`config.mk`:
```
export PLATFORM = sky130hd
export DESIGN_NAME = mem_arbiter
export DESIGN_NICKNAME = d
export VERILOG_FILES = /design/src/rtl/mem_arbiter.sv
export SDC_FILE = /design/constraint.sdc
export NUM_CORES = 1
export LEC_CHECK = 0
export ABC_AREA = 1
export CAP_MARGIN = 20
export CORE_ASPECT_RATIO = 0.6
export CORE_MARGIN = 4
export CORE_UTILIZATION = 44
export CTS_CLUSTER_DIAMETER = 30
export DETAILED_ROUTE_END_ITERATION = 16
export GPL_TIMING_DRIVEN = 0
export HOLD_SLACK_MARGIN = 0.03
export PLACE_DENSITY = 0.9
export RECOVER_POWER = 25
export SLEW_MARGIN = 5
export SYNTH_ARGS = -nofsm -noshare
export SYNTH_HDL_FRONTEND = slang
export SYNTH_SLANG_ARGS = --single-unit
```
`constraint.sdc`:
```
create_clock -name clk -period 3.73 [get_ports clk]
set_input_delay 1.119 -clock clk [delete_from_list [all_inputs] [get_ports clk]]
set_output_delay 1.119 -clock clk [all_outputs]
set_load 0.005 [all_outputs]
```
`src/rtl/mem_arbiter.sv`:
```
// Two-master round-robin arbiter for a single-port RAM. It supports a bounded burst lock,
// blocks accesses above MEM_TOP, and returns read data one cycle after the grant.
module mem_arbiter #(
  parameter int unsigned       ADDR_W    = 12,
  parameter int unsigned       DATA_W    = 16,
  parameter logic [ADDR_W-1:0] MEM_TOP   = 'h0df,
  parameter int unsigned       MAX_BURST = 8
) (
  input  logic              clk,
  input  logic              rst_n,
  input  logic              m0_req,
  input  logic              m0_we,
  input  logic              m0_lock,
  input  logic [ADDR_W-1:0] m0_addr,
  input  logic [DATA_W-1:0] m0_wdata,
  output logic              m0_gnt,
  output logic              m0_rvalid,
  output logic [DATA_W-1:0] m0_rdata,
  input  logic              m1_req,
  input  logic              m1_we,
  input  logic              m1_lock,
  input  logic [ADDR_W-1:0] m1_addr,
  input  logic [DATA_W-1:0] m1_wdata,
  output logic              m1_gnt,
  output logic              m1_rvalid,
  output logic [DATA_W-1:0] m1_rdata,
  output logic [ADDR_W-1:0] mem_addr,
  output logic              mem_we,
  output logic [DATA_W-1:0] mem_wdata,
  input  logic [DATA_W-1:0] mem_rdata
);
  typedef enum logic [1:0] {OWN_NONE = 2'd0, OWN_M0 = 2'd1, OWN_M1 = 2'd2} owner_t;

  localparam logic [7:0] BURST_LIM = 8'(MAX_BURST);

  owner_t            owner_reg, owner_next, gnt_owner;
  logic [7:0]        burst_cnt_reg, burst_cnt_next;
  logic              rr_last_reg, rr_last_next;
  logic              rd_pend_reg, rd_pend_next;
  logic              rd_who_reg, rd_who_next;
  logic              rd_blk_reg, rd_blk_next;
  logic [ADDR_W-1:0] addr_hold_reg;
  logic [DATA_W-1:0] wdata_hold_reg;
  logic [DATA_W-1:0] rdata0_reg, rdata1_reg;

  logic              owner_keep, gnt0, gnt1, any_gnt;
  logic              sel_we, sel_lock, in_win;
  logic [ADDR_W-1:0] sel_addr;
  logic [DATA_W-1:0] sel_wdata, rd_data;

  // Grant selection: a locked owner keeps the port until its burst budget runs out under contention.
  always_comb begin
    owner_keep = 1'b0;
    case (owner_reg)
      OWN_M0:  owner_keep = m0_req && (!m1_req || burst_cnt_reg < BURST_LIM);
      OWN_M1:  owner_keep = m1_req && (!m0_req || burst_cnt_reg < BURST_LIM);
      default: owner_keep = 1'b0;
    endcase
    gnt0 = 1'b0;
    gnt1 = 1'b0;
    if (rst_n) begin
      if (owner_keep) begin
        gnt0 = (owner_reg == OWN_M0);
        gnt1 = (owner_reg == OWN_M1);
      end else if (m0_req && m1_req) begin
        gnt0 = rr_last_reg;
        gnt1 = !rr_last_reg;
      end else begin
        gnt0 = m0_req;
        gnt1 = m1_req;
      end
    end
  end

  assign any_gnt   = gnt0 || gnt1;
  assign gnt_owner = gnt1 ? OWN_M1 : OWN_M0;
  assign sel_addr  = gnt1 ? m1_addr  : m0_addr;
  assign sel_wdata = gnt1 ? m1_wdata : m0_wdata;
  assign sel_we    = gnt1 ? m1_we    : m0_we;
  assign sel_lock  = gnt1 ? m1_lock  : m0_lock;
  assign in_win    = (sel_addr <= MEM_TOP);

  assign m0_gnt    = gnt0;
  assign m1_gnt    = gnt1;
  assign mem_addr  = any_gnt ? sel_addr  : addr_hold_reg;
  assign mem_wdata = any_gnt ? sel_wdata : wdata_hold_reg;
  assign mem_we    = any_gnt && sel_we && in_win;

  assign rd_data   = rd_blk_reg ? '0 : mem_rdata;
  assign m0_rvalid = rd_pend_reg && !rd_who_reg;
  assign m1_rvalid = rd_pend_reg && rd_who_reg;
  assign m0_rdata  = m0_rvalid ? rd_data : rdata0_reg;
  assign m1_rdata  = m1_rvalid ? rd_data : rdata1_reg;

  always_comb begin
    owner_next     = owner_reg;
    burst_cnt_next = burst_cnt_reg;
    rr_last_next   = rr_last_reg;
    rd_pend_next   = 1'b0;
    rd_who_next    = rd_who_reg;
    rd_blk_next    = rd_blk_reg;
    // An owner that stops requesting gives up the lock.
    if ((owner_reg == OWN_M0 && !m0_req) || (owner_reg == OWN_M1 && !m1_req)) begin
      owner_next     = OWN_NONE;
      burst_cnt_next = 8'd0;
    end
    if (any_gnt) begin
      rr_last_next = gnt1;
      if (sel_lock) begin
        owner_next     = gnt_owner;
        burst_cnt_next = (owner_reg != gnt_owner) ? 8'd1 :
                         (burst_cnt_reg == 8'hff) ? 8'hff : burst_cnt_reg + 8'd1;
      end else begin
        owner_next     = OWN_NONE;
        burst_cnt_next = 8'd0;
      end
      if (!sel_we) begin
        rd_pend_next = 1'b1;
        rd_who_next  = gnt1;
        rd_blk_next  = !in_win;
      end
    end
  end

  always_ff @(posedge clk or negedge rst_n) begin
    if (!rst_n) begin
      owner_reg      <= OWN_NONE;
      burst_cnt_reg  <= 8'd0;
      rr_last_reg    <= 1'b1;
      rd_pend_reg    <= 1'b0;
      rd_who_reg     <= 1'b0;
      rd_blk_reg     <= 1'b0;
      addr_hold_reg  <= '0;
      wdata_hold_reg <= '0;
      rdata0_reg     <= '0;
      rdata1_reg     <= '0;
    end else begin
      owner_reg     <= owner_next;
      burst_cnt_reg <= burst_cnt_next;
      rr_last_reg   <= rr_last_next;
      rd_pend_reg   <= rd_pend_next;
      rd_who_reg    <= rd_who_next;
      rd_blk_reg    <= rd_blk_next;
      if (any_gnt) begin
        addr_hold_reg  <= sel_addr;
        wdata_hold_reg <= sel_wdata;
      end
      if (m0_rvalid) rdata0_reg <= rd_data;
      if (m1_rvalid) rdata1_reg <= rd_data;
    end
  end
endmodule

```
* Word level (Yosys, flattened, before mapping)
Index checks and enable logic that the tools add are counted.
** Word-level totals
- Register bits :: 74
- Output and inout port bits :: 65
** Cells by class
- Add/subtract/negate cells :: 1
- Order comparisons :: 2
- Equality and inequality tests :: 4
- Muxes and demuxes :: 27
- Bitwise operators :: 1
- Reductions and logical operators :: 20
** Operators with widths (number)
- $mux W16 :: 5
- $mux W8 :: 5
- $mux W12 :: 2
- $le A12 B8 Y1 const B :: 1
- $mux W1 :: 10
- $logic_and A1 B1 Y1 :: 9
- $add A8 B1 Y8 const B :: 1
- $eq A8 B8 Y1 const B :: 1
- $lt A8 B4 Y1 const B :: 1
- $mux W2 :: 4
- $logic_not A1 Y1 :: 5
- $logic_or A1 B1 Y1 :: 4
- $eq A2 B1 Y1 const B :: 1
- $eq A2 B2 Y1 const B :: 1
- $ne A2 B2 Y1 :: 1
- $pmux W1 S2 :: 1
- $reduce_and A2 Y1 :: 1
- $reduce_bool A2 Y1 :: 1
- $not A1 Y1 :: 1

* Longest topological paths before layout
Gate-level depths: netlist (run 1).
- Word-level depth :: 11
- Gate-level depth with buffers :: 15

* Worst setup path after synthesis (run 1)
Ideal clock, no wire load.
- Path kind :: input port to output port
- Start point :: input port m0_req
- End point :: output port mem_addr[5]
- Arrival time :: 2.259 ns
- Required time :: 2.611 ns
- Slack :: 0.352 ns
- Stages :: 10
- Cell sequence :: nand2_1 -> a21oi_4 -> nand2_4 -> nand2_4 -> nand3_4 -> nand2_4 -> buf_6 -> buf_6 -> nor2_1 -> a31oi_1
** Between the ends
- Longest elaborated chain between the ends :: 8
** RTL lines
- start: declaration :: line 11 : input logic m0_req,
- $logic_not A1 Y1 :: line 56 : OWN_M1: owner_keep = m1_req && (!m0_req || burst_cnt_reg < BURST_LIM);
- $logic_or A1 B1 Y1 :: line 56
- $logic_and A1 B1 Y1 :: line 56
- $pmux W1 S2 :: line 54 : case (owner_reg)
- $mux W1 :: line 62 : if (owner_keep) begin
- $mux W1 :: line 61 : if (rst_n) begin
- $mux W12 / $logic_or A1 B1 Y1 (equally long branches) :: line 77, 75
- $mux W12 (*)
- end: declaration :: line 27 : output logic [ADDR_W-1:0] mem_addr,
Mark *: on every way between the ends. The rest lies on a longest branch, timed or not.

* Worst setup path after layout (run 1)
- Start point :: register owner_reg[0]
- End point :: output port mem_addr[2]
** Between the ends
- Longest elaborated chain between the ends :: 6
** RTL lines
- start: declaration :: line 36 : owner_t owner_reg, owner_next, gnt_owner;
- start signal: assignment :: line 138 : owner_reg <= owner_next;
- $eq A2 B2 Y1 / $eq A2 B1 Y1 (equally long branches) :: line 54, 64, 63
- $pmux W1 S2 :: line 54
- $mux W1 :: line 62
- $mux W1 :: line 61
- $mux W12 / $logic_or A1 B1 Y1 (equally long branches) :: line 77, 75
- $mux W12 (*)
Marks and branches as above.

==> run_results.csv, run 1 <==
group,metric,value,unit
cells_and_area,multi_input_area,1780,sq um
status,violations,"setup timing",
global_route,grt_use_total,28.4,%
power_and_ir_drop,power.density,628,nW/um^2
yosys,yosysWarnings,0,
critical_path,end_kind,"output pin",
die,num_rows,25,
global_route,grt_pass1_vias,4357,
global_route,antenna_found_initial,0,
route,vias,4312,
global_route,grt_pass1_wl,22000,um
die,coreArea,7980,sq um
critical_path,cp_data_arrival_time,2.82,ns
clocking,cts_hold_buf,0,
yosys,synthesis.nets,526,
critical_path,critPathLaunch,"owner_reg[0]$_DFFE_PN0P_",
min_path,hp-start,"rdata1_reg[12]$_DFF_PN0_",
global_route,grt_max_degree,52,
die,dieArea,9910,sq um
clocking,cts.sinks,74,
sta,grt_setup_unrepaired,"yes",
min_path,hold_path_class,"reg2reg",
route,via_per_inst,5.36,
route,antenna_left,0,
clocking,clockBufferDepth,2,
cells_and_area,seq_area,1850,sq um
clocking,htreeDepth,3,
placement,io_buffers,144,
clocking,worstSkewPairLatency,0.34,ns
yosys,syn_avg_cell_area,8.28,sq um
critical_path,timing.rr.start,"owner_reg[0]$_DFFE_PN0P_",
sta,fin_skew,0.00820,ns
critical_path,path_max_fanout,5,
status,run_status,"finished, violations left",
cells_and_area,final_cell_mix,"clkdlybuf4s50_1, nand2_1, buf_4",
critical_path,worstPathRequired,2.61,ns
placement,placed_cells,696,
global_route,grt_remaining_overflow,0,
die,die_height,78.7,um
cells_and_area,nets,775,
clocking,clk_pin_slew,0.06,ns
cells_and_area,layout-drive-gt1-share,35.5,%
sta,finalHoldViolations,0,
cells_and_area,fill_cells,410,
sta,fin_crit_sh,105,%
cells_and_area,final_common_cell,"clkdlybuf4s50_1",
route,drc,0,
route,dr.pass1.iters,5,
power_and_ir_drop,leakage,3.22,nW
sta,hold_ws,0.485,ns
yosys,ys_ff_latch,74,
route,drt_wl_total,15400,um
clocking,cts_tree,"yes",
placement,dp_hpwl,8310,um
yosys,synthCells,443,
placement,gp_congestion,0.883,
critical_path,start_kind,"register",
sta,fin_ws,-0.204,ns
die,start_util,46.0,%
yosys,synth.distinct_cells,31,
cells_and_area,area_growth,79.8,%
sta,setup_viol,31,
cells_and_area,finalNonFillerCells,804,
route,routedWlPerCell,19.2,um
power_and_ir_drop,peakVddDrop,0.000577,V
clocking,clockRootBuffer,"clkbuf_16",
yosys,yosysSeqAreaShare,50.5,%
job,maxCapViolCount,0,
sta,slew_headroom,15.0,%
sta,fmax,254,MHz
die,die_w,126,um
yosys,syn_area,3670,sq um
critical_path,worstSetupPathType,"reg2out",
route,drt_iter0_drc,496,
clocking,cts_buffers,9,
sta,worstMarginPinSlew,1.28,ns
cells_and_area,diodes,0,
die,io_pins,145,
sta,slew_violations,0,
sta,period_minus_slack,3.93,ns
-- what timing repair did --
item | CTS | global route
gates resized for setup | 173 | 81
cloned | 3 | 1
buffers inserted | 70 | 22
pin swaps | 30 | 19
setup endpoints to repair | 31 | 40
-- metrics by stage --
stage          setup slack, ns  setup TNS (ns)  power [mW]  area, sq um  utilization [%]
5_1_grt                 -0.327           -8.11        4.36         6600             82.7
6_report                -0.204           -3.46        4.15         6600             82.7
3_5_place_dp             -1.00          -28.00        2.76         5270             66.1
3_3_place_gp             -3.35         -238.80        2.70         5250             65.8
2_1_floorplan            0.352               0        1.86         3670                -
4_1_cts                -0.0323          -0.110        3.82         6240             78.2
-- where the power goes --
group	internal, mW	leakage (nW)	switching (mW)	total (mW)
clock	0.445	0.122	0.323	0.768
sequential	1.10	0.938	0.117	1.22
combinational	1.17	2.16	0.982	2.16
-- cells in the mapped netlist (all sizes together) --
master	number	area, sq um
inv	49	184
xor2	1	8.76
nand2	132	526
o22ai	1	6.26
nand4	6	37.5
o21ai	58	320
or2	1	6.26
buf	14	105
nor2	65	246
a21oi	4	31.3
dfstp	1	26.3
ha	3	37.5
nor3	1	5.00
dfrtp	73	1830
clkbuf	3	11.3
clkinv	1	3.75
o211ai	1	12.5
mux2	16	180
a31oi	3	18.8
nand3	10	75.1
-- logic make-up after synthesis --
logic type	Yosys count	synth area share, %
adder cells (fa/ha/maj)	3	1.02
buffers and inverters	67	8.29
multiplexers	16	4.91
AO/OA/AOI/OAI	67	10.6
AND/OR/NAND/NOR	215	24.4
flip-flops	74	50.5
XOR/XNOR	1	0.239
-- critical path, cell delays in order (launching register included) --
cell	delay, ns
dfrtp_1	0.44
inv_1	0.15
ha_1	0.30
nand2_4	0.09
a21oi_4	0.19
buf_6	0.13
nand3_4	0.08
nand3_4	0.17
buf_6	0.14
nand2_8	0.07
clkinv_4	0.07
buf_8	0.10
buf_12	0.10
buf_16	0.13
nand2_2	0.05
o21ai_2	0.09
buf_2	0.15
-- final cells by class --
type / instances / share of cell area (%)
buffer: 15 / 2.58
clock buffer: 12 / 3.58
clock inverter: 3 / 0.266
inverter: 50 / 3.00
multi-input combinational: 302 / 27.0
sequential: 74 / 28.1
tap: 108 / 2.05
timing repair buffer: 240 / 33.4
-- final timing paths --
check	endpoint	slack (ns)	cells past startpoint
min	rdata1_reg[12]$_DFF_PN0_	0.48	2
max reg2reg	addr_hold_reg[0]$_DFF_PN0_	-0.06	25
max	mem_addr[2]	-0.20	16
min reg2reg	rdata1_reg[12]$_DFF_PN0_	0.48	2
min in group asynchronous	addr_hold_reg[6]$_DFF_PN0_	0.65	1
max in group asynchronous	wdata_hold_reg[0]$_DFF_PN0_	1.55	2
-- per-layer routing --
metal | wire, um | part of all wire [%] | global-route usage [%]
met5 | 0 | 0 | 0
met4 | 866 | 5.6 | 17.6
met3 | 1420 | 9.2 | 7.66
met2 | 7320 | 47 | 46.1
met1 | 5840 | 38 | 33.9
No activity file was read; power rests on OpenSTA's default activity.
==> run 2, diff against run 1 <==
MAX_ROUTING_LAYER = met4   (was unset)
==> run_results.csv, run 2 (same netlist as run 1, synthesis figures left out) <==
group,metric,value,unit
die,coreArea,7980,sq um
placement,gp_congestion,0.894,
critical_path,path_max_fanout,7,
die,start_util,46.0,%
route,drt_wl_total,13700,um
die,io_pins,145,
cells_and_area,area_growth,71.3,%
sta,setup_tns,-0.278,ns
critical_path,cp_slowest_cell,"o21ai_1",
sta,fmax,261,MHz
placement,placed_cell_area,5260,sq um
global_route,grt_pass1_wl,19700,um
die,die_height,78.7,um
power_and_ir_drop,power.density,654,nW/um^2
clocking,clockBufferDepth,2,
status,run_status,"finished, violations left",
route,antenna_left,0,
critical_path,start_kind,"input port",
critical_path,timing.rr.start,"owner_reg[0]$_DFFE_PN0P_",
cells_and_area,nets,746,
cells_and_area,fill_cells,516,
placement,io_buffers,144,
cells_and_area,diodes,0,
cells_and_area,layout-drive-gt1-share,29.7,%
clocking,cts_tree,"yes",
global_route,grt_pass1_vias,3847,
critical_path,rrSetupSlack,0.87,ns
power_and_ir_drop,total_power,4.11,mW
route,vias,4078,
global_route,grt_use_met2,40.9,%
power_and_ir_drop,leakage,3.07,nW
critical_path,worstPathRequired,2.61,ns
critical_path,crit_chain,"buf_8 > nand2_4 > inv_1 > nand2_4 > nand2_4 > nand2_4 > nand3_4 > nand2_4 > buf_8 > buf_4 > o21ai_0 > o21ai_1 > buf_2",
placement,dp_hpwl,8380,um
sta,setup_viol,8,
critical_path,critPathLaunch,"m1_req",
clocking,worstSkewPairLatency,0.33,ns
die,die_w,126,um
cells_and_area,postLayoutCellArea,6280,sq um
die,dieArea,9910,sq um
route,drc,0,
power_and_ir_drop,peakVddDrop,0.000469,V
sta,grt_setup_unrepaired,"yes",
clocking,clockRootBuffer,"clkbuf_16",
global_route,met1_usage,32.8,%
cells_and_area,fin_util,78.8,%
critical_path,crit_top_cell,"nand2_4",
min_path,hp-start,"addr_hold_reg[8]$_DFF_PN0_",
route,dr.pass1.iters,5,
clocking,htreeDepth,3,
min_path,hold_path_class,"reg2reg",
clocking,cts.sinks,74,
sta,fin_skew,0.00610,ns
global_route,antenna_found_initial,0,
sta,period_minus_slack,3.83,ns
sta,slew_violations,0,
critical_path,slowest_delay,0.22,ns
global_route,grt_remaining_overflow,0,
sta,worstMarginPinSlew,0.482,ns
sta,fin_ws,-0.0979,ns
cells_and_area,final_common_cell,"nand2_1",
route,routedWlPerCell,17.7,um
die,num_rows,25,
cells_and_area,final_cell_mix,"nand2_1, clkdlybuf4s50_1, dfrtp_1",
critical_path,end_kind,"output pin",
global_route,grt_max_degree,39,
status,violations,"setup timing",
sta,finalHoldViolations,0,
global_route,met3_usage,6.79,%
sta,fin_crit_sh,103,%
global_route,grt_use_total,25.8,%
sta,slew_headroom,67.9,%
job,maxCapViolCount,0,
route,drt_iter0_drc,425,
clocking,clk_pin_slew,0.06,ns
route,via_per_inst,5.26,
clocking,cts_buffers,9,
critical_path,cp_data_arrival_time,2.71,ns
global_route,busiest_layer,"met2",
critical_path,worstSetupPathType,"in2out",
placement,dp_slack,-1.07,ns
-- run 2: changes by cell type in the layout (fill, tap and decap cells not counted), sizes merged --
| cell | delta |
|---|---|
| buf | -30 |
| bufinv | +2 |
| clkbuf | -3 |
| clkdlybuf4s15 | +1 |
| clkinv | -2 |
| inv | +3 |
-- run 2: per-stage QoR --
step / cells / hold slack [ns]
2_1_floorplan: 443 / 0.456
3_3_place_gp: 695 / 0.455
3_5_place_dp: 696 / 0.461
4_1_cts: 757 / 0.471
5_1_grt: 775 / 0.507
6_report: 775 / 0.475
-- run 2: where the power goes --
part           total (mW)  leakage, nW  switching [mW]  internal, mW
combinational        1.97         1.98           0.902          1.07
clock               0.929        0.152           0.344         0.585
sequential           1.21        0.938           0.108          1.10
-- run 2: worst max-delay path, delay by kind of cell --
kind	cells	cell delay, ns
simple gates	6	0.63
compound gates	2	0.32
buf+inv	5	0.62
-- run 2: worst paths after layout --
kind | endpoint | depth (start not counted)
max | mem_wdata[3] | 13
min | addr_hold_reg[8]$_DFF_PN0_ | 2
max reg2reg | wdata_hold_reg[7]$_DFF_PN0_ | 18
min reg2reg | addr_hold_reg[8]$_DFF_PN0_ | 2
max in group asynchronous | rr_last_reg$_DFFE_PN1N_ | 2
min in group asynchronous | addr_hold_reg[5]$_DFF_PN0_ | 1
-- run 2: repair_timing --
item | CTS | global route
hold buffers | 0 | 0
endpoints found under the setup margin | 31 | 38
hold endpoints to repair | 0 | 0
pin swaps | 26 | 23
gates cloned | 2 | 3
resized for setup | 152 | 66
setup buffers | 44 | 15
-- run 2: final cells by class --
cell class              count  area [sq um]  area share [%]
repair buffers            209          1910            30.4
flip-flops and latches     74          1850            29.5
multi-input cells         302          1710            27.2
clock buffers               9           225            3.58
inverters                  50           198            3.15
plain buffers              17           163            2.59
well taps                 108           135            2.15
clock inverters             6          90.1            1.43
-- run 2: metal layers --
metal  up-vias  share of wire [%]
li1       1837                  -
met3        48                7.8
met2       247                 47
met1      1946                 42
met4         0                3.3
met5         -                  0
==> run 3, diff against run 2 <==
HOLD_SLACK_MARGIN = 0.02   (was 0.03)
==> results of run 3 <==
No change in the layout: final DEF, timing and power equal those of run 2.
